<file path="config.mk">
export PLATFORM = sky130hd
export DESIGN_NAME = cpu_run_ctrl
export DESIGN_NICKNAME = d
export VERILOG_FILES = /design/src/rtl/cpu_run_pkg.sv /design/src/rtl/cpu_run_ctrl_halt_detect.sv /design/src/rtl/cpu_run_ctrl.sv
export SDC_FILE = /design/constraint.sdc
export NUM_CORES = 1
export LEC_CHECK = 0
export ABC_CLOCK_PERIOD_IN_PS = 3760
export BUFFER_PORTS_ARGS = -buffer_cell sky130_fd_sc_hd__buf_4
export CAP_MARGIN = 20
export CORE_ASPECT_RATIO = 0.75
export CORE_UTILIZATION = 57
export DETAILED_ROUTE_END_ITERATION = 10
export PLACE_DENSITY_LB_ADDON = 0.25
export SLEW_MARGIN = 20
export SYNTH_ARGS = -nofsm -noshare
export SYNTH_HDL_FRONTEND = slang
export SYNTH_HIERARCHICAL = 1
export SYNTH_SLANG_ARGS = --single-unit
</file>
<file path="constraint.sdc">
create_clock -name clk -period 3.76 [get_ports clk]
set_clock_uncertainty 0.05 [all_clocks]
set_input_delay 0.752 -clock clk [delete_from_list [all_inputs] [get_ports clk]]
set_output_delay 0.752 -clock clk [all_outputs]
set_load 0.005 [all_outputs]
</file>
<file path="src/rtl/cpu_run_pkg.sv">
// Purpose : shared types and defaults for the multi-core run controller.
// Latency : n/a (types and constants only).
// Backpressure: n/a.
package cpu_run_pkg;

    // Run sequencing states: idle, reset hold, running, finished.
    typedef enum logic [1:0] {
        ST_IDLE  = 2'd0,
        ST_RESET = 2'd1,
        ST_RUN   = 2'd2,
        ST_DONE  = 2'd3
    } run_state_e;

    localparam int DEF_MAX_CYCLES = 50;
    localparam int DEF_RST_CYCLES = 2;

endpackage

</file>
<file path="src/rtl/cpu_run_ctrl_halt_detect.sv">
// Purpose : per-core halt detector; explicit halt flag or PC unchanged STALL_LIMIT cycles.
// Latency : halted_o registers at the edge the condition is seen; halted_nxt_o is its D input.
// Backpressure: none; evaluates every RUN cycle, frozen once the core is halted.
//
// Ports:
//   clk, rst       clock, synchronous active-low reset
//   clr_i          start of a new run: clear all per-core state
//   run_i          controller is in RUN
//   pc_i, halt_i   this core's PC and explicit halt flag
//   halted_o       sticky halted flag (registered)
//   halted_nxt_o   next-state halted flag, used for same-edge termination
module halt_detect #(
    parameter int PC_W        = 32,
    parameter int STALL_LIMIT = 4
) (
    input  logic            clk,
    input  logic            rst,
    input  logic            clr_i,
    input  logic            run_i,
    input  logic [PC_W-1:0] pc_i,
    input  logic            halt_i,
    output logic            halted_o,
    output logic            halted_nxt_o
);

    localparam int SC_W = (STALL_LIMIT < 2) ? 1 : $clog2(STALL_LIMIT + 1);

    logic [PC_W-1:0] prev_pc_q, prev_pc_d;
    logic [SC_W-1:0] stall_cnt_q, stall_cnt_d;
    logic            valid_q, valid_d;
    logic            halted_q, halted_d;

    always_comb begin
        prev_pc_d   = prev_pc_q;
        stall_cnt_d = stall_cnt_q;
        valid_d     = valid_q;
        halted_d    = halted_q;
        if (clr_i) begin
            prev_pc_d   = '0;
            stall_cnt_d = '0;
            valid_d     = 1'b0;
            halted_d    = 1'b0;
        end else if (run_i && !halted_q) begin
            if (halt_i) begin
                halted_d = 1'b1;
            end
            if (STALL_LIMIT > 0) begin
                prev_pc_d = pc_i;
                valid_d   = 1'b1;
                // The first RUN cycle only captures a reference PC.
                if (valid_q) begin
                    if (pc_i == prev_pc_q) begin
                        stall_cnt_d = stall_cnt_q + SC_W'(1);
                    end else begin
                        stall_cnt_d = '0;
                    end
                    if (stall_cnt_d == SC_W'(STALL_LIMIT)) begin
                        halted_d = 1'b1;
                    end
                end
            end
        end
    end

    always_ff @(posedge clk) begin
        if (!rst) begin
            prev_pc_q   <= '0;
            stall_cnt_q <= '0;
            valid_q     <= 1'b0;
            halted_q    <= 1'b0;
        end else begin
            prev_pc_q   <= prev_pc_d;
            stall_cnt_q <= stall_cnt_d;
            valid_q     <= valid_d;
            halted_q    <= halted_d;
        end
    end

    assign halted_o     = halted_q;
    assign halted_nxt_o = halted_d;

endmodule

</file>
<file path="src/rtl/cpu_run_ctrl.sv">
// Purpose : run controller for N cores: reset hold/release, run-cycle count, halt/timeout end.
// Latency : start -> first core_rst_n=1 cycle in RST_CYCLES+1 edges; done/timeout registered.
// Backpressure: none; start is only honoured in IDLE or DONE.
//
// Ports:
//   clk, rst     clock, synchronous active-low reset
//   start        begin a run (IDLE/DONE only)
//   core_pc      packed per-core PCs, core i at [i*PC_W +: PC_W]
//   core_halt    per-core explicit halt flags
//   core_rst_n   per-core active-low reset, released only in RUN
//   running      high in RUN
//   cycle_cnt    completed RUN cycles of the current/last run
//   halted       sticky per-core halted flags
//   done         run finished (level)
//   timeout      run ended by budget exhaustion (level)
module cpu_run_ctrl
    import cpu_run_pkg::*;
#(
    parameter int N_CORES     = 1,
    parameter int PC_W        = 32,
    parameter int CNT_W       = 32,
    parameter int RST_CYCLES  = DEF_RST_CYCLES,
    parameter int MAX_CYCLES  = DEF_MAX_CYCLES,
    parameter int STALL_LIMIT = 4
) (
    input  logic                    clk,
    input  logic                    rst,
    input  logic                    start,
    input  logic [N_CORES*PC_W-1:0] core_pc,
    input  logic [N_CORES-1:0]      core_halt,
    output logic [N_CORES-1:0]      core_rst_n,
    output logic                    running,
    output logic [CNT_W-1:0]        cycle_cnt,
    output logic [N_CORES-1:0]      halted,
    output logic                    done,
    output logic                    timeout
);

    localparam int RC_W = (RST_CYCLES < 2) ? 1 : $clog2(RST_CYCLES);

    run_state_e       state_q, state_d;
    logic [RC_W-1:0]  rst_cnt_q, rst_cnt_d;
    logic [CNT_W-1:0] cycle_cnt_q, cycle_cnt_d;
    logic             done_q, done_d;
    logic             timeout_q, timeout_d;

    logic               clr;
    logic               run_en;
    logic [N_CORES-1:0] halted_nxt;
    logic               all_halted;

    assign run_en     = (state_q == ST_RUN);
    assign clr        = start && ((state_q == ST_IDLE) || (state_q == ST_DONE));
    // Termination looks at next-state halted flags so a halt on the
    // budget edge is seen in the same cycle and wins over timeout.
    assign all_halted = &halted_nxt;

    for (genvar i = 0; i < N_CORES; i++) begin : g_core
        halt_detect #(
            .PC_W        (PC_W),
            .STALL_LIMIT (STALL_LIMIT)
        ) u_halt_detect (
            .clk          (clk),
            .rst          (rst),
            .clr_i        (clr),
            .run_i        (run_en),
            .pc_i         (core_pc[i*PC_W +: PC_W]),
            .halt_i       (core_halt[i]),
            .halted_o     (halted[i]),
            .halted_nxt_o (halted_nxt[i])
        );
    end

    always_comb begin
        state_d     = state_q;
        rst_cnt_d   = rst_cnt_q;
        cycle_cnt_d = cycle_cnt_q;
        done_d      = done_q;
        timeout_d   = timeout_q;
        case (state_q)
            ST_IDLE, ST_DONE: begin
                if (start) begin
                    state_d     = ST_RESET;
                    rst_cnt_d   = '0;
                    cycle_cnt_d = '0;
                    done_d      = 1'b0;
                    timeout_d   = 1'b0;
                end
            end
            ST_RESET: begin
                if (rst_cnt_q == RC_W'(RST_CYCLES - 1)) begin
                    state_d = ST_RUN;
                end else begin
                    rst_cnt_d = rst_cnt_q + RC_W'(1);
                end
            end
            ST_RUN: begin
                cycle_cnt_d = cycle_cnt_q + CNT_W'(1);
                if (all_halted) begin
                    state_d   = ST_DONE;
                    done_d    = 1'b1;
                    timeout_d = 1'b0;
                end else if (cycle_cnt_d == CNT_W'(MAX_CYCLES)) begin
                    state_d   = ST_DONE;
                    done_d    = 1'b1;
                    timeout_d = 1'b1;
                end
            end
            default: state_d = ST_IDLE;
        endcase
    end

    always_ff @(posedge clk) begin
        if (!rst) begin
            state_q     <= ST_IDLE;
            rst_cnt_q   <= '0;
            cycle_cnt_q <= '0;
            done_q      <= 1'b0;
            timeout_q   <= 1'b0;
        end else begin
            state_q     <= state_d;
            rst_cnt_q   <= rst_cnt_d;
            cycle_cnt_q <= cycle_cnt_d;
            done_q      <= done_d;
            timeout_q   <= timeout_d;
        end
    end

    assign core_rst_n = {N_CORES{run_en}};
    assign running    = run_en;
    assign cycle_cnt  = cycle_cnt_q;
    assign done       = done_q;
    assign timeout    = timeout_q;

endmodule

</file>
; ---- Word level (Yosys, flattened, before mapping)
; Index checks and enable logic that the tools add are counted.
[totals]
regBits = 74
out_inout_bits = 37
word_cells = 60
[classes]
addsub = 3
n_eq_ne = 9
n_mux = 24
n_bitwise = 1
n_reduce_logical = 14
[ops]
columns = op, n
row1 = one-hot mux 32 bit (2 select lines), 1
row2 = "adder 32 x 1 -> 32 bit, second input constant", 1
row3 = equality test 32 bit, 1
row4 = "equality test 32 x 6 -> 1 bit, second input constant", 1
row5 = two-way mux 32 bit, 1
row6 = two-way mux 3 bit, 4
row7 = two-way mux 1 bit, 10
row8 = two-way mux 2 bit, 4
row9 = one-hot mux 1 bit (2 select lines), 3
row10 = one-hot mux 2 bit (3 select lines), 1
row11 = AND reduction 2 bit, 3
row12 = AND reduction 3 bit, 2
row13 = "equality test 2 bit, second input constant", 2
row14 = "!= test 2 bit, second input constant", 2
row15 = nonzero test 2 bit, 2
row16 = OR reduction 2 bit, 2
row17 = "adder 3 x 1 -> 3 bit, second input constant", 1
row18 = "equality test 3 bit, second input constant", 1
row19 = "!= test 3 bit, second input constant", 1
row20 = "equality test 2 x 1 -> 1 bit, second input constant", 1
row21 = logical AND 1 bit, 2
row22 = logical NOT 2 bit, 1
row23 = "adder 1 bit, second input constant", 1
row24 = logical NOT 1 bit, 1
row25 = other kinds (2), 2

; ---- Depth between registers and ports, before layout
[logic_depth]
depth_word = 12
mapped_depth = 11
depth_no_buf = 10

; ---- Cells and area by module
; The synthesis kept the hierarchy.
[modules_own_cells]
columns = mod, n_inst, cells_each, area_each_um2, seq_area_each_um2
row1 = cpu_run_ctrl, 1, 355, 2562.5, 740.7
row2 = halt_detect, 1, 214, 1717.9, 740.7

; ---- Worst setup path before layout
; OpenSTA, ideal clock, no wires.
[synth_path]
kind = register to register
startpoint = register cycle_cnt_q[0], in the netlist cycle_cnt[0]
endpoint = register state_q[0]
arrival_ps = 2820
t_required_ps = 3585
path_slack_ps = 766
path_stages_with_launch = 12
synth_period_minus_slack_ps = 2994
path_cell_list = dfxtp_1 -> ha_1 -> clkbuf_1 -> nand4_1 -> or4_4 -> buf_6 -> nor4_1 -> xnor2_1 -> o2111ai_2 -> nor4b_4 -> o221ai_2 -> mux2i_1
[synth_via]
elab_chain_cells = 4
[synth_lines]
columns = element, line
row1 = from (decl), cpu_run_ctrl.sv:43  ; logic [CNT_W-1:0] cycle_cnt_q, cycle_cnt_d;
row2 = from (signal assigned), cpu_run_ctrl.sv:123  ; cycle_cnt_q <= cycle_cnt_d;
row3 = adder 32 x 1 -> 32 bit, cpu_run_ctrl.sv:98  ; cycle_cnt_d = cycle_cnt_q + CNT_W'(1);
row4 = equality test 32 x 6 -> 1 bit, cpu_run_ctrl.sv:103  ; end else if (cycle_cnt_d == CNT_W'(MAX_CYCLES)) begin
row5 = != test 3 bit (no line), -
row6 = AND reduction 3 bit (no line), -
row7 = to (signal assigned), cpu_run_ctrl.sv:121  ; state_q <= state_d;
row8 = to (decl), cpu_run_ctrl.sv:41  ; run_state_e state_q, state_d;
; No other way between the ends.
; A chain may end at the register's enable or synchronous reset.

; ---- Worst setup path in the final report
[layout_path]
startpoint = register cycle_cnt_q[4], in the netlist cycle_cnt[4]
endpoint = register state_q[0]
; Same word-level chain as after synthesis.

==> reports/qor.yml <==
status:
  status: "finished clean"
final_layout:
  final_core_util_pct: 72.13
  area_growth_pct: 18.42
  diodes: 0
  final_cell_area_sq_um: 5069
  layout-drive-gt1-share_pct: 17.66
  fin_nets: 660
global_route:
  grtUsageTotal_pct: 29.72
  grt_pass1_wl_um: 18350
  overflow: 0
  grt_pass1_vias: 3744
  antenna_found_initial: 0
  grt_max_degree: 40
cts:
  htree_num_levels: 3
  hold_buffers: 0
  insertion_delay_ns: 0.36
  cts-resized-gates: 0
  cts-buffers-inserted: 9
  cts.clk_slew.worst_paths_ns: 0.09
  root_buffer: "clkbuf_8"
  cts_buffer_depth: 2
  cts_tree: "yes"
  cts_sinks: 74
  postCtsSetupBuffers: 0
routing:
  vias: 4358
  ant_nets: 0
  post_drt_wl_per_cell_um: 15.99
  vias_per_cell: 6.044
  drt_wl_total_um: 11530
  drt_drc_violations_left: 0
  drtIter0Drc: 388
  first_pass_iters: 5
critical_path:
  required_ns: 3.95
  rr_startpoint: "cycle_cnt[4]$_SDFFE_PN0P_"
  startpoint_type: "flop"
  r2r_slack_ns: 0.43
  path_class: "reg2reg"
  ff2ff_path_depth: 8
  worstSetupEndpointType: "flop"
  cp_max_fo: 11
  arrival_ns: 3.52
  timing.rr.end: "state_q[0]$_SDFFE_PN0P_"
synthesis:
  synth_area_leaders: "dfxtp_1 (35%), nand2_1 (9.3%), xnor2_1 (7.8%), a21oi_1 (7.7%), nand4_1 (3.8%)"
  synth.most_common_cell: "nand2_1"
  avgSynthCellArea_sq_um: 7.523
  synth_seq_cells: 74
  syn-cell-area_sq_um: 4280
  synth_area_leader_cell: "dfxtp_1"
  ys_seq_area_share_pct: 34.61
  synth-async-reset-ratio_pct: 0
  netlist_instances: 569
  synth_fp_nets: 611
  synth.distinct_cells: 58
  synth_edf_count: 0
  synth.yosys.warnings: 6
  synth_top_cells_by_count: "nand2_1 (106), dfxtp_1 (74), a21oi_1 (66)"
  synth_top_area_share_pct: 34.61
  ys.flop_type: "dfxtp_1"
floorplan:
  die-area_sq_um: 7863
  fp-row-count: 26
  die_h_um: 77.05
  start_util_pct: 60.92
  fp.coreArea_sq_um: 7027
  die_x_um: 102.1
  ios: 73
placed_design:
  hpwl_um: 7944
  pre_cts_ws_ns: 0.5399
  dpl-instance-area_sq_um: 4828
  gp_congestion: 0.9363
  io_buffers: 72
sta:
  rsz0062_at_grt: "false"
  period_minus_slack_ns: 3.330
  fmax_ghz: 0.3003
  tightest_slew_ns: 0.8605
  slew_viol_final: 0
  setup_ws_ns: 0.4301
  setup_tns_ns: 0
  finalHoldViolations: 0
  min_period_over_period_pct: 88.56
  hold-worst-slack_ns: 0.4199
  finalSetupViolCount: 0
  maxSlewHeadroom_pct: 42.25
pwr:
  p_per_area_nw_per_um2: 477.3
  max-vdd-ir-drop_mv: 0.4080
  leakagePower_uw: 0.001809
job:
  maxCapViolations: 0
worst_hold_path:
  hold_class: "reg2reg"
  min_from: "g_core[0].u_halt_detect/prev_pc_q[3]$_SDFFE_PP0P_"
  holdPathStages: 2
  holdPathEnd: "g_core[0].u_halt_detect/prev_pc_q[3]$_SDFFE_PP0P_"
-- metal layers --
| metal | track usage [%] | part of all wire [%] |
|---|---|---|
| met1 | 42.70 | 45 |
| met2 | 43.29 | 44 |
| met3 | 8.933 | 9.9 |
| met4 | 6.857 | 1.0 |
| met5 | 0 | 0 |
-- registers in the layout (all words and copies together), names as in the netlist --
signal and count:
cycle_cnt 32, g_core.u_halt_detect/prev_pc_q 32, g_core.u_halt_detect/stall_cnt_q 3, state_q 2, done 1, g_core.u_halt_detect/halted_o 1, g_core.u_halt_detect/valid_q 1, rst_cnt_q 1
timeout 1
-- worst max path at each step --
| stage | startpoint | endpoint | slack (ns) | depth (start not counted) |
|---|---|---|---|---|
| floorplan | cycle_cnt[0]$_SDFFE_PN0P_ | state_q[0]$_SDFFE_PN0P_ | 0.77 | 11 |
| global placement | cycle_cnt[4]$_SDFFE_PN0P_ | state_q[1]$_SDFFE_PN0P_ | 0.65 | 8 |
| detailed placement | cycle_cnt[4]$_SDFFE_PN0P_ | state_q[1]$_SDFFE_PN0P_ | 0.54 | 8 |
| CTS | cycle_cnt[4]$_SDFFE_PN0P_ | state_q[0]$_SDFFE_PN0P_ | 0.50 | 8 |
| global route | cycle_cnt[4]$_SDFFE_PN0P_ | state_q[0]$_SDFFE_PN0P_ | 0.20 | 8 |
| finish | cycle_cnt[4]$_SDFFE_PN0P_ | state_q[0]$_SDFFE_PN0P_ | 0.43 | 8 |
-- kinds of logic after synthesis --
group / share of synthesized area [%]
AND/OR/NAND/NOR: 30.02
multiplexers: 1.403
buffers and inverters: 5.437
XOR/XNOR: 8.389
flip-flops: 34.61
AO/OA/AOI/OAI: 18.39
adder cells (fa/ha/maj): 1.754
-- worst max-delay path: stages, from the launching register on --
cell and delay, ns:
dfxtp_1 0.54, nand4_1 0.44, or4_4 0.69, nor4_1 0.39, xnor2_1 0.21, o2111ai_2 0.20
nor4b_4 0.38, o221ai_2 0.17, mux2i_1 0.14
-- where the power goes --
group / total (uW) / switching (uW) / internal, uW / leakage, uW
Combinational: 762 / 500 / 262 / 0.00109
Clock: 758 / 315 / 444 / 0.000121
Sequential: 899 / 51.9 / 847 / 0.000597
Total: 2420 / 867 / 1550 / 0.00181
-- per-stage QoR --
stage | instances | power (uW)
6_report | 721 | 2419
5_1_grt | 721 | 2550
4_1_cts | 721 | 2414
3_5_place_dp | 705 | 1657
3_3_place_gp | 705 | 1633
2_1_floorplan | 569 | 1448
-- final cells by class --
| type | instances | area (sq um) |
|---|---|---|
| inverters | 14 | 52.55 |
| multi-input cells | 439 | 2571 |
| clock inverters | 6 | 112.6 |
| repair buffers | 80 | 600.6 |
| fillers | 570 | 1958 |
| flip-flops and latches | 74 | 1481 |
| clock buffers | 10 | 127.6 |
| well taps | 98 | 122.6 |
-- layout by cell type (no fill, tap or decap), types with 9 or more instances in the layout --
| cell type | instances |
|---|---|
| buf_4 | 80 |
| nand2_1 | 106 |
| a311oi_1 | 9 |
| nand3_1 | 11 |
| xnor2_1 | 38 |
| nor2_1 | 38 |
| dfxtp_1 | 74 |
| a31oi_1 | 9 |
| a21oi_1 | 66 |
| nor3_1 | 20 |
| inv_1 | 13 |
| o21ai_0 | 20 |
| clkbuf_8 | 9 |
| nand4_1 | 26 |
Power figures use the tool's default switching activity.
